**config.mk**
```make
export PLATFORM = sky130hd
export DESIGN_NAME = axi_mst_wr_gen
export DESIGN_NICKNAME = d
export VERILOG_FILES = /design/src/rtl/axi_mst_wr_gen.sv
export SDC_FILE = /design/constraint.sdc
export NUM_CORES = 1
export LEC_CHECK = 0
export ABC_CLOCK_PERIOD_IN_PS = 3200
export BUFFER_PORTS_ARGS = -buffer_cell sky130_fd_sc_hd__buf_2
export CORE_ASPECT_RATIO = 0.6
export CORE_UTILIZATION = 51
export CTS_BUF_LIST = sky130_fd_sc_hd__clkbuf_16
export CTS_CLUSTER_SIZE = 14
export DETAILED_ROUTE_END_ITERATION = 8
export PLACE_DENSITY_LB_ADDON = 0.08
export SETUP_SLACK_MARGIN = 0.15
export SLEW_MARGIN = 40
export SYNTH_ARGS = -nofsm -noshare
export SYNTH_HDL_FRONTEND = slang
export SYNTH_SLANG_ARGS = --single-unit
```
**constraint.sdc**
```tcl
create_clock -name aclk -period 3.2 [get_ports aclk]
set_clock_uncertainty 0.1 [all_clocks]
set_input_delay 0.16 -clock aclk [delete_from_list [all_inputs] [get_ports aclk]]
set_output_delay 0.16 -clock aclk [all_outputs]
set_load 0.03 [all_outputs]
```
**src/rtl/axi_mst_wr_gen.sv**
```systemverilog
// AXI3 write-master traffic generator: accepts burst commands, issues AW,
// streams LFSR-data W beats with narrow strobes in AW order, and checks B
// responses against a per-ID outstanding table.
// Optional macro AXI_MST_BREADY_BP_EN: pseudo-random backpressure on out_bready.
module axi_mst_wr_gen #(
    parameter int unsigned AXI_ADDR_W      = 32,
    parameter int unsigned AXI_ID_W        = 4,
    parameter int unsigned AXI_DATA_W      = 32,
    parameter int unsigned MST_OSTDREQ_NUM = 4,
    parameter int unsigned CNT_W           = 16,
    parameter logic [31:0] LFSR_SEED       = 32'hACE12468
) (
    input  logic                                aclk,
    input  logic                                srst,
    input  logic                                cmd_valid,
    output logic                                cmd_ready,
    input  logic [AXI_ADDR_W-1:0]               cmd_addr,
    input  logic [3:0]                          cmd_len,
    input  logic [2:0]                          cmd_size,
    input  logic [1:0]                          cmd_burst,
    input  logic [AXI_ID_W-1:0]                 cmd_id,
    output logic                                out_awvalid,
    input  logic                                in_awready,
    output logic [AXI_ADDR_W-1:0]               out_awaddr,
    output logic [3:0]                          out_awlen,
    output logic [2:0]                          out_awsize,
    output logic [1:0]                          out_awburst,
    output logic [AXI_ID_W-1:0]                 out_awid,
    output logic [1:0]                          out_awlock,
    output logic                                out_wvalid,
    input  logic                                in_wready,
    output logic [AXI_ID_W-1:0]                 out_wid,
    output logic [AXI_DATA_W-1:0]               out_wdata,
    output logic [AXI_DATA_W/8-1:0]             out_wstrb,
    output logic                                out_wlast,
    input  logic                                in_bvalid,
    output logic                                out_bready,
    input  logic [AXI_ID_W-1:0]                 in_bid,
    input  logic [1:0]                          in_bresp,
    output logic [$clog2(MST_OSTDREQ_NUM):0]    ostd_cnt,
    output logic [CNT_W-1:0]                    bresp_err_cnt,
    output logic [CNT_W-1:0]                    bid_err_cnt,
    output logic [CNT_W-1:0]                    done_cnt
);

    localparam int unsigned STRB_W = AXI_DATA_W / 8;
    localparam int unsigned LB     = $clog2(STRB_W);
    localparam int unsigned LB_W   = (LB > 0) ? LB : 1;
    localparam int unsigned PTR_W  = $clog2(MST_OSTDREQ_NUM);
    localparam int unsigned OST_W  = PTR_W + 1;
    localparam int unsigned ID_N   = 2 ** AXI_ID_W;

    typedef struct packed {
        logic [3:0]          len;
        logic [AXI_ID_W-1:0] id;
        logic [2:0]          size;
        logic [1:0]          burst;
        logic [LB_W-1:0]     lo;
    } wcmd_t;

    wcmd_t              fifo_q [MST_OSTDREQ_NUM];
    wcmd_t              aw_entry;
    wcmd_t              head;
    logic [PTR_W-1:0]   wr_ptr;
    logic [PTR_W-1:0]   rd_ptr;
    logic [OST_W-1:0]   fifo_cnt;
    logic [3:0]         beat_cnt;
    logic [31:0]        lfsr_q;
    logic [OST_W-1:0]   id_tab [ID_N];
    logic [OST_W-1:0]   ostd_nxt;

    logic cmd_hs, aw_hs, w_valid, w_hs, w_pop, b_hs, b_hit, b_dec;
    logic [31:0] size_bytes;
    logic [31:0] lane;

    assign out_awlock = 2'b00;
    assign cmd_ready  = !out_awvalid && (ostd_cnt < OST_W'(MST_OSTDREQ_NUM));
    assign cmd_hs     = cmd_valid && cmd_ready;
    assign aw_hs      = out_awvalid && in_awready;
    assign head       = fifo_q[rd_ptr];
    assign w_valid    = (fifo_cnt != '0);
    assign w_hs       = w_valid && in_wready;
    assign w_pop      = w_hs && (beat_cnt == head.len);
    assign b_hs       = in_bvalid && out_bready;
    assign b_hit      = (id_tab[in_bid] != '0);
    assign b_dec      = b_hs && b_hit;

    assign aw_entry = '{len: out_awlen, id: out_awid, size: out_awsize,
                        burst: out_awburst, lo: out_awaddr[LB_W-1:0]};

    assign out_wvalid = w_valid;
    assign out_wid    = w_valid ? head.id : '0;
    assign out_wlast  = w_valid && (beat_cnt == head.len);

    // Outstanding-burst count after this cycle's AW and B handshakes
    always_comb begin
        ostd_nxt = ostd_cnt;
        if (aw_hs && !b_dec)
            ostd_nxt = ostd_cnt + 1'b1;
        else if (!aw_hs && b_dec)
            ostd_nxt = ostd_cnt - 1'b1;
    end

    // First byte lane of the current beat; WRAP follows the INCR lane rule
    always_comb begin
        size_bytes = 32'd1 << head.size;
        lane       = 32'(head.lo) & ~(size_bytes - 32'd1);
        if (head.burst != 2'b00)
            lane = lane + (32'(beat_cnt) << head.size);
        lane = lane & 32'(STRB_W - 1);
    end

    for (genvar g = 0; g < STRB_W; g++) begin : g_strb
        assign out_wstrb[g] = w_valid && (32'(g) >= lane) && (32'(g) < lane + size_bytes);
    end

    for (genvar g = 0; g < AXI_DATA_W; g++) begin : g_wdata
        assign out_wdata[g] = w_valid && lfsr_q[g % 32];
    end

    // AW channel registers: load on command accept, hold until awready
    always_ff @(posedge aclk) begin
        if (srst) begin
            out_awvalid <= 1'b0;
            out_awaddr  <= '0;
            out_awlen   <= '0;
            out_awsize  <= '0;
            out_awburst <= '0;
            out_awid    <= '0;
        end else if (cmd_hs) begin
            out_awvalid <= 1'b1;
            out_awaddr  <= cmd_addr;
            out_awlen   <= cmd_len;
            out_awsize  <= cmd_size;
            out_awburst <= cmd_burst;
            out_awid    <= cmd_id;
        end else if (aw_hs) begin
            out_awvalid <= 1'b0;
        end
    end

    // In-order W FIFO storage, one register per slot
    for (genvar g = 0; g < MST_OSTDREQ_NUM; g++) begin : g_fifo
        wcmd_t slot_q;
        always_ff @(posedge aclk) begin
            if (srst)
                slot_q <= '0;
            else if (aw_hs && (wr_ptr == PTR_W'(g)))
                slot_q <= aw_entry;
        end
        assign fifo_q[g] = slot_q;
    end

    // FIFO pointers, occupancy and beat counter
    always_ff @(posedge aclk) begin
        if (srst) begin
            wr_ptr   <= '0;
            rd_ptr   <= '0;
            fifo_cnt <= '0;
            beat_cnt <= '0;
        end else begin
            if (aw_hs)
                wr_ptr <= wr_ptr + 1'b1;
            if (w_pop)
                rd_ptr <= rd_ptr + 1'b1;
            if (aw_hs && !w_pop)
                fifo_cnt <= fifo_cnt + 1'b1;
            else if (!aw_hs && w_pop)
                fifo_cnt <= fifo_cnt - 1'b1;
            if (w_hs)
                beat_cnt <= w_pop ? 4'd0 : beat_cnt + 4'd1;
        end
    end

    // W data LFSR (taps 32,22,2,1), steps only on a W handshake
    always_ff @(posedge aclk) begin
        if (srst)
            lfsr_q <= LFSR_SEED;
        else if (w_hs)
            lfsr_q <= {lfsr_q[30:0], lfsr_q[31] ^ lfsr_q[21] ^ lfsr_q[1] ^ lfsr_q[0]};
    end

    // Per-ID outstanding table; same-cycle AW and B on one ID cancel
    for (genvar g = 0; g < ID_N; g++) begin : g_idtab
        logic [OST_W-1:0] ent_q;
        logic inc, dec;
        assign inc = aw_hs && (out_awid == AXI_ID_W'(g));
        assign dec = b_dec && (in_bid == AXI_ID_W'(g));
        always_ff @(posedge aclk) begin
            if (srst)
                ent_q <= '0;
            else if (inc && !dec)
                ent_q <= ent_q + 1'b1;
            else if (!inc && dec)
                ent_q <= ent_q - 1'b1;
        end
        assign id_tab[g] = ent_q;
    end

    // Outstanding count and saturating completion/error counters
    always_ff @(posedge aclk) begin
        if (srst) begin
            ostd_cnt      <= '0;
            done_cnt      <= '0;
            bid_err_cnt   <= '0;
            bresp_err_cnt <= '0;
        end else begin
            ostd_cnt <= ostd_nxt;
            if (b_hs) begin
                if (b_hit) begin
                    if (done_cnt != '1)
                        done_cnt <= done_cnt + 1'b1;
                end else if (bid_err_cnt != '1) begin
                    bid_err_cnt <= bid_err_cnt + 1'b1;
                end
                if ((in_bresp != 2'b00) && (bresp_err_cnt != '1))
                    bresp_err_cnt <= bresp_err_cnt + 1'b1;
            end
        end
    end

`ifdef AXI_MST_BREADY_BP_EN
    logic [15:0] bp_lfsr_q;
    logic        bready_q;

    // Pseudo-random B backpressure from a free-running 16-bit LFSR
    always_ff @(posedge aclk) begin
        if (srst) begin
            bp_lfsr_q <= 16'hB00B;
            bready_q  <= 1'b0;
        end else begin
            bp_lfsr_q <= {bp_lfsr_q[14:0],
                          bp_lfsr_q[15] ^ bp_lfsr_q[13] ^ bp_lfsr_q[12] ^ bp_lfsr_q[10]};
            bready_q  <= (ostd_nxt != '0) && bp_lfsr_q[0];
        end
    end
    assign out_bready = bready_q;
`else
    assign out_bready = (ostd_cnt != '0);
`endif

endmodule

```
==> flow_summary.ini <==
[outcome]
run_status = finished, violations left
violations = setup timing

[floorplan]
design.core.area_mm2 = 0.0222
initial_core_util_pct = 52.4
ios = 200
die_h_um = 119
die_w_um = 197
die-area_mm2 = 0.0234
rows = 42

[synthesis]
netlist_top_cells_area = dfxtp_1, nand2_1, a21oi_1, xor2_1, mux4_2
synth.yosys.seq_area_share_pct = 42.7
post-synth-top-count-cell = nand2_1
yosysWarnings = 0
post_synth_num_cell_types = 54
post_synth_most_frequent_cells = nand2_1, dfxtp_1, a21oi_1
synth_enable_flop_cells = 0
dominant_cell_type_by_area_after_synthesis = dfxtp_1
avgSynthCellArea_um2 = 8.32
number_of_register_bits_inferred_by_synthesis = 248
synthesis.area_mm2 = 0.0116
synth_cells = 1397
asyncSetResetFlopFracSynth_pct = 0
synth_top_area_share_pct = 42.7
synth-main-ff-cell = dfxtp_1

[sta]
finalSetupViolations = 4
transition_time_at_the_pin_with_the_least_slew_margin_ns = 0.768
slew_viol_final = 0
max_slew_margin_pct = 48.8
finalWorstPathRequiredPeriod_ns = 3.96
rsz0062_at_grt = yes
post-route-period-util_pct = 124
hold_vio_cnt_final = 0
setup-tns-final_ns = -2.77
max_clock_freq_mhz = 253
final.setup.worst_slack_ns = -0.756
worst_hold_slack_ns = 0.0447

[detailed_routing]
post_drt_via_cell_ratio = 5.29
drc = 0
final_wirelength_mm = 30.6
ant_nets = 0
drtPass1Iterations = 5
vias = 10500
initialDrtViolationCount = 813
wire_per_inst_um = 15.3

[grt]
grt_pass1_wl_mm = 49.0
number_of_global_route_vias_before_repair = 9673
largest_net_degree_at_the_start_of_global_routing = 101
grt-ovfl-total = 0
antenna_violations_before_repair = 0
grt_usage_pct = 25.5

[worst_setup_path]
timing.rr.end = fifo_cnt[2]
worstSetupStartpoint = rd_ptr[0]
critPathMaxFanout = 7
kind_of_start_point_of_the_critical_path = flip-flop
timing_worst_setup_path_type = reg -> out
timing.critical_path.to = out_wstrb[0]
critical_path.endpoint_type = output pin
r2r_start = rd_ptr[0]
timing.critical_path.required_ns = 2.94
rrSetupSlack_ns = 0.13
critPathArrivalTime_ns = 3.70
reg2regPathDepth = 13

[cts]
clock-sinks = 248
clock_tree_from_tritoncts = yes
worst_setup_hold_path_clk_slew_ns = 0.06
clkLatencyLatePin_ns = 0.51
cts_buffer_depth = 3
master_cell_of_the_clock_root_buffer = clkbuf_16
cts-htree-levels = 1
number_of_buffers_inserted_during_clock_tree_synthesis = 24

[pwr]
peak_vdd_ir_uv = 827
power.static_leakage_nw = 6.20
power_density_of_the_placed_cells_mw_per_mm2 = 595

[placed_design]
place.port_buffers = 197
place_area_mm2 = 0.0134
gp_congestion = 0.927
dp_hpwl_mm = 20.0

[cells_and_area]
areaGrowthSynthToFinish_pct = 27.1
design_area_mm2 = 0.0148
final_nets = 1778
drive_gt1_share_pct = 22.7
antenna_cells = 0

[hold_path]
hp-class = in -> reg

[run]
max_cap_violations = 0
-- final cells by class --
type / count / area, um^2
repair buffers: 332 / 2180
well taps: 308 / 385
flip-flops and latches: 248 / 4970
clock inverters: 13 / 78.8
multi-input cells: 1034 / 6410
inverters: 33 / 124
clock buffers: 25 / 626
fillers: 1870 / 7400
-- cell usage in the layout (no fill, tap or decap), drive strengths merged, types with 2 or more instances in the layout --
| master | count |
|---|---|
| nor4b | 2 |
| nor4 | 7 |
| and3 | 12 |
| nand3 | 40 |
| buf | 285 |
| clkbuf | 25 |
| o21ai | 40 |
| inv | 38 |
| fa | 19 |
| dlygate4sd3 | 47 |
| o31ai | 5 |
| or4 | 6 |
| mux4 | 17 |
| mux2i | 21 |
| or3 | 41 |
| mux2 | 8 |
| nand4 | 17 |
| xor2 | 50 |
| nor3 | 23 |
| and2 | 46 |
| dfxtp | 248 |
| nand2b | 9 |
| conb | 2 |
| o211ai | 2 |
| clkinv | 7 |
| and4 | 2 |
| xnor2 | 11 |
| nor2 | 101 |
| ha | 29 |
| nand2 | 310 |
| a21oi | 172 |
| nor3b | 2 |
| nor2b | 12 |
| nand3b | 15 |
-- worst min path at each step --
stage,start,to,cells past startpoint,slack [ns]
finish,srst,fifo_cnt[1],2,0.04
global route,srst,bresp_err_cnt[9],2,0.08
CTS,srst,fifo_cnt[1],2,0.04
detailed placement,cmd_addr[29],out_awaddr[29],3,0.31
global placement,cmd_addr[29],out_awaddr[29],3,0.30
floorplan,cmd_id[0],out_awid[0],2,0.20
-- metal layers --
| layer | track usage [%] | wire length [um] | up-vias |
|---|---|---|---|
| met2 | 35.7 | 12400 | 325 |
| met5 | 0 | 0 | - |
| met1 | 39.7 | 15500 | 4935 |
| met4 | 4.94 | 429 | 0 |
| li1 | - | - | 5256 |
| met3 | 5.61 | 2270 | 32 |
-- cell families after synthesis --
group | after synthesis | share of synthesized area (%)
flops | 248 | 42.7
compound gates | 230 | 10.5
fa+ha+maj | 48 | 6.39
mux | 46 | 5.88
xor+xnor | 61 | 4.60
buf+inv | 116 | 4.10
simple gates | 647 | 25.8
other cells | 1 | 0.0323
-- critical path, cell delays in order, from the launching register on --
cell,delay [ns]
dfxtp_4,0.41
mux4_2,0.57
nor3_4,0.24
and2_4,0.18
ha_4,0.19
mux2_4,0.29
ha_4,0.16
inv_2,0.05
fa_2,0.44
and2_4,0.17
a2111oi_4,0.27
buf_4,0.21
-- through the flow --
step                      total power, mW  cells  setup slack (ns)  util [%]
final                                8.79   1993            -0.756      66.6
after global routing                 9.23   1993            -0.928      66.6
after CTS                            8.78   1986            -0.764      65.9
after detailed placement             6.07   1897            -0.314      60.3
after global placement               6.04   1897            -0.273      60.2
after floorplan                      5.32   1398            -0.311         -
-- power breakdown --
| part | switching, mW | internal [mW] | total (mW) |
|---|---|---|---|
| Sequential | 0.199 | 3.31 | 3.51 |
| Combinational | 1.69 | 0.954 | 2.64 |
| Clock | 1.16 | 1.47 | 2.63 |
| Total | 3.05 | 5.74 | 8.79 |
-- flip-flops by register name, summed over array words and instances, names as in the netlist --
name	flops
beat_cnt	4
bid_err_cnt	16
bresp_err_cnt	16
done_cnt	16
fifo_cnt	3
fifo_q	60
g_idtab.ent_q	48
lfsr_q	32
ostd_cnt	3
out_awaddr	32
out_awburst	2
out_awid	4
out_awlen	4
out_awsize	3
out_awvalid	1
rd_ptr	2
wr_ptr	2
-- what timing repair did --
| item | in CTS | in global routing |
|---|---|---|
| setup endpoints to repair | 37 | 22 |
| hold buffers | 47 | 0 |
| pin swaps | 7 | 6 |
| endpoints found under the hold margin | 50 | 0 |
| gates resized for setup | 11 | 21 |
| buffers inserted | 4 | 7 |
Note: power is estimated with default switching activity, not from simulation.
